[config.mk]
export PLATFORM = sky130hd
export DESIGN_NAME = hidden_2_layer_input_streamer
export DESIGN_NICKNAME = d
export VERILOG_FILES = /design/src/rtl/hidden_2_layer_input_streamer.sv
export SDC_FILE = /design/constraint.sdc
export NUM_CORES = 2
export LEC_CHECK = 0
export BUFFER_PORTS_ARGS = -buffer_cell sky130_fd_sc_hd__buf_2
export CORE_AREA = 2 2 422 424
export DETAILED_ROUTE_END_ITERATION = 12
export DIE_AREA = 0 0 424 426
export GPL_TIMING_DRIVEN = 0
export HOLD_SLACK_MARGIN = 0.12
export PLACE_DENSITY_LB_ADDON = 0.1
export SLEW_MARGIN = 20
export SYNTH_ARGS = -nofsm -noshare
export SYNTH_HDL_FRONTEND = slang
export SYNTH_SLANG_ARGS = --single-unit
export TNS_END_PERCENT = 10
[constraint.sdc]
create_clock -name clk -period 2.5 [get_ports clk]
set_input_delay 0.25 -clock clk [delete_from_list [all_inputs] [get_ports clk]]
set_output_delay 0.25 -clock clk [all_outputs]
set_load 0.02 [all_outputs]
[src/rtl/hidden_2_layer_input_streamer.sv]
// Captures one hidden-2 activation vector and streams it as back-to-back
// (activation, weight-address) beats, followed by a bias beat that carries 1.0.
module hidden_2_layer_input_streamer #(
    parameter int DATA_WIDTH           = 32,
    parameter int NUMBER_OF_INPUT_NODE = 32,
    parameter int ADDR_WIDTH           = 6
) (
    input  logic                                       clk,
    input  logic                                       rst_n,
    input  logic                                       i_valid,
    input  logic [DATA_WIDTH*NUMBER_OF_INPUT_NODE-1:0] i_data,
    output logic                                       o_ready,
    output logic                                       o_weight_rd_en,
    output logic [ADDR_WIDTH-1:0]                      o_weight_addr,
    output logic [DATA_WIDTH-1:0]                      o_data,
    output logic                                       o_valid,
    output logic                                       o_last
);

    localparam int IDX_W = (NUMBER_OF_INPUT_NODE > 1) ? $clog2(NUMBER_OF_INPUT_NODE) : 1;
    localparam logic [ADDR_WIDTH-1:0] BIAS_IDX = ADDR_WIDTH'(NUMBER_OF_INPUT_NODE);
    localparam logic [DATA_WIDTH-1:0] FP_ONE   = DATA_WIDTH'(32'h3F80_0000);

    typedef enum logic [1:0] {
        IDLE,
        ISSUE,
        DRAIN
    } state_e;

    state_e                  state_q, state_d;
    logic [ADDR_WIDTH-1:0]   idx_q, idx_d;
    logic                    load;
    logic                    rd_en;
    logic [DATA_WIDTH-1:0]   act_q [NUMBER_OF_INPUT_NODE];
    logic [DATA_WIDTH-1:0]   data_q, data_d;
    logic                    valid_q;
    logic                    last_q;

    // NOTE: every signal driven here gets a default first, so no path can infer a latch.
    always_comb begin
        state_d = state_q;
        idx_d   = idx_q;
        load    = 1'b0;
        rd_en   = 1'b0;
        unique case (state_q)
            IDLE: begin
                if (i_valid) begin
                    load    = 1'b1;
                    idx_d   = '0;
                    state_d = ISSUE;
                end
            end
            ISSUE: begin
                rd_en = 1'b1;
                if (idx_q == BIAS_IDX) begin
                    idx_d   = '0;
                    state_d = DRAIN;
                end else begin
                    idx_d = idx_q + 1'b1;
                end
            end
            DRAIN:   state_d = IDLE;
            default: state_d = IDLE;
        endcase
    end

    // NOTE: sequential state uses non-blocking assignments so every flop samples pre-edge values.
    always_ff @(posedge clk or negedge rst_n) begin
        if (!rst_n) begin
            state_q <= IDLE;
            idx_q   <= '0;
        end else begin
            state_q <= state_d;
            idx_q   <= idx_d;
        end
    end

    // NOTE: the activation file is reset on purpose so an abandoned frame leaves no stale data behind.
    always_ff @(posedge clk or negedge rst_n) begin
        if (!rst_n) begin
            for (int k = 0; k < NUMBER_OF_INPUT_NODE; k++) begin
                act_q[k] <= '0;
            end
        end else if (load) begin
            for (int k = 0; k < NUMBER_OF_INPUT_NODE; k++) begin
                act_q[k] <= i_data[k*DATA_WIDTH +: DATA_WIDTH];
            end
        end
    end

    // The beat is registered one cycle after its address so it lines up with the memory read data.
    always_comb begin
        data_d = '0;
        if (rd_en) begin
            if (idx_q == BIAS_IDX) begin
                data_d = FP_ONE;
            end else begin
                data_d = act_q[idx_q[IDX_W-1:0]];
            end
        end
    end

    always_ff @(posedge clk or negedge rst_n) begin
        if (!rst_n) begin
            valid_q <= 1'b0;
            last_q  <= 1'b0;
            data_q  <= '0;
        end else begin
            valid_q <= rd_en;
            last_q  <= rd_en && (idx_q == BIAS_IDX);
            data_q  <= data_d;
        end
    end

    assign o_ready        = (state_q == IDLE);
    assign o_weight_rd_en = rd_en;
    assign o_weight_addr  = idx_q;
    assign o_valid        = valid_q;
    assign o_last         = last_q;
    assign o_data         = data_q;

endmodule

==> reports/metrics.cfg <==
[timing]
whs_ns = -0.1819
report.final.slew_viol_count = 0
rsz0062_at_grt = true
worst_pin_slew_ns = 0.9030
finalSetupTns_ns = -0.02585
setup_viol = 2
hold_viol = 239
max_slew_margin = 0.3980
period_share = 1.010
fin_ws_ns = -0.02512
fin_crit_ns = 2.525
clock_skew_ns = 0.02354
max_freq_ghz = 0.3960

[floorplan]
core_area_um2 = 175700
die-width_um = 424
die_area_um2 = 180600
ios = 1069
die_y_um = 426
start_util = 0.2695
row_count = 154

[job]
max_cap_viol_count = 0

[placement]
post-place-ws_ns = -1.859
port_buffers = 1068
dp_hpwl_um = 177600
gp_congestion = 0.8186

[critical_path]
path_max_fanout = 10
path_class = reg -> reg
crit_path_end_kind = register
arrival_ns = 3.13
slowest_stage = clkbuf_2
worst_setup_path_start_kind = register
path_cells = buf_2, clkbuf_2, nor2b_4, a22oi_1, a31oi_4, a31oi_2
required_ns = 3.11
cpPeakStageDelay_ns = 0.51
ff2ff_setup_slack_ns = -0.03

[clocking]
cts_buffers = 136
cts_tree = yes
clkLatencyLatePin_ns = 0.78
cts_buffer_depth = 3
h-tree-depth = 4
cts.root.buffer_cell = clkbuf_16
cts_hold_buf = 1031
cts.sinks = 1066
clkTransAtPathRegs_ns = 0.06

[detailed_routing]
drcViolationCount = 0
first_pass_iters = 5
finalWirelength_um = 231600
wire_per_inst_um = 30.41
vias = 35580
drt_iter0_markers = 1806
detail-route-antenna-nets = 0
post_drt_via_cell_ratio = 4.672

[logic_synthesis]
synth.top_cell.area_share = 0.5632
netlist_instances = 2857
ys_seq_area_frac = 0.5632
yosysUniqueCellTypes = 33
synthXorXnorAreaFrac = 0
synth_nets = 3886
muxShareOfSynthArea = 0.3930
synth_simple_gate_area_share = 0.006736
synth_area_um2 = 47370
yosys_warnings = 0
synth_edf_count = 0
synth_compound_area_frac = 0.01318
syn_avg_cell_area_um2 = 16.58
synth_top_cell_by_area = dfrtp_1
synthAdderAreaFrac = 0.0005283
synth.area.top_cells = dfrtp_1 56%, mux2_2 27%, mux4_2 12%
ys_ff_latch = 1066
ys.flop_type = dfrtp_1
synthArstFlopShare = 1.000
synth_top_family_by_area = multiplexers

[global_routing]
grt_pass1_vias = 39080
grt_max_degree = 123
grt_antenna_before_repair = 86
grt_remaining_overflow = 0
grt_pass1_wl_um = 313300
grtUsageTotal = 0.2525

[status]
violations = negative hold slack, negative setup slack
status = finished with violations

[final_layout]
final_common_cell = buf_2
syn_to_final_growth_pct = 52.16
final_cell_mix = 1149 x buf_2, 1126 x mux2_2, 1065 x dfrtp_1
final_util = 0.4101
fin_nets = 6142
fill_cells = 16950
layout-drive-gt1-share = 0.5604

[power_and_ir_drop]
ir_drop_uv = 649.1
leakagePower_nw = 31.16
p_per_area_nw_per_um2 = 1290
power.total_w = 0.09300

[worst_hold_path]
hp-class = in -> async

-- state kept, by name (all words and copies together), names as in the netlist --
register / count
state_q: 2
act_q: 1024
o_last: 1
o_data: 32
o_weight_addr: 6
o_valid: 1
-- logic make-up after synthesis --
group           Yosys count
simple gates             64
fa+ha+maj                 2
mux                    1416
flops                  1066
compound gates           97
buf+inv                 212
-- worst max-delay path: cells and delay by family, from the launching register on --
| family | cells | cell delay (ns) |
|---|---|---|
| DFF | 1 | 0.33 |
| AOI/OAI and AO/OA | 3 | 0.79 |
| and+or+nand+nor | 1 | 0.42 |
| buffers and inverters | 2 | 0.81 |
-- cell usage after synthesis, types with 3 or more instances --
| cell type | count |
|---|---|
| nand2_1 | 17 |
| a22oi_1 | 7 |
| and2_1 | 3 |
| nor2_1 | 3 |
| o22ai_1 | 50 |
| buf_4 | 12 |
| clkbuf_1 | 45 |
| o21ai_0 | 3 |
| nor2b_1 | 3 |
| buf_2 | 134 |
| mux4_2 | 242 |
| a21oi_1 | 11 |
| mux2i_1 | 43 |
| nand2b_1 | 3 |
| mux2_2 | 1131 |
| dfrtp_1 | 1066 |
| buf_1 | 3 |
| o22a_1 | 7 |
| inv_1 | 4 |
| nor3_1 | 25 |
| buf_6 | 13 |
| a31oi_1 | 14 |
-- layout make-up --
type / instances / area (um^2) / share of cell area
diodes: 64 / 160.2 / 0.002222
plain buffers: 205 / 1588 / 0.02203
clock buffers: 199 / 4055 / 0.05626
clock inverters: 38 / 456.7 / 0.006336
inverters: 5 / 23.77 / 0.0003298
multi-input cells: 1579 / 19970 / 0.2770
flip-flops and latches: 1066 / 26680 / 0.3701
well taps: 2340 / 2928 / 0.04062
repair buffers: 2120 / 16220 / 0.2250
-- power by group --
| group | total, W | internal, W | switching (W) |
|---|---|---|---|
| registers | 0.0309 | 0.0262 | 0.00470 |
| clock network | 0.0202 | 0.0120 | 0.00818 |
| logic | 0.0418 | 0.0214 | 0.0204 |
| total | 0.0930 | 0.0597 | 0.0333 |
-- stage by stage --
step,std cells,area (um^2)
floorplan,2857,47370
global placement,6265,55640
detailed placement,6280,56060
CTS,7549,71820
global route,7609,72060
finish,7616,72070
-- path summary, 6_finish.rpt --
check / from / endpoint / cells past startpoint
worst min-delay path: rst_n / act_q[906] / 5
max in group asynchronous: rst_n / act_q[24] / 8
worst min register to register: act_q[655] / act_q[655] / 1
min in group clk: i_data[20] / act_q[1012] / 3
worst max-delay path: o_weight_addr[2] / o_data[23] / 6
worst max register to register: o_weight_addr[2] / o_data[23] / 6
-- routing by layer --
metal	GRT usage	vias up	routed length, um
met2	0.4428	1051	119000
met5	0	-	86
met1	0.3085	18780	94760
li1	-	15410	-
met3	0.04675	323	10160
met4	0.09057	18	7674
-- repair_timing --
item | 4_1_cts | 5_1_grt
setup endpoints to repair | 955 | 488
setup buffers | 3 | 3
cloned | 0 | 0
pin swaps | 3 | 0
resized for setup | 208 | 25
hold endpoints to repair | 1540 | 239
No activity file was read; power rests on OpenSTA's default activity.
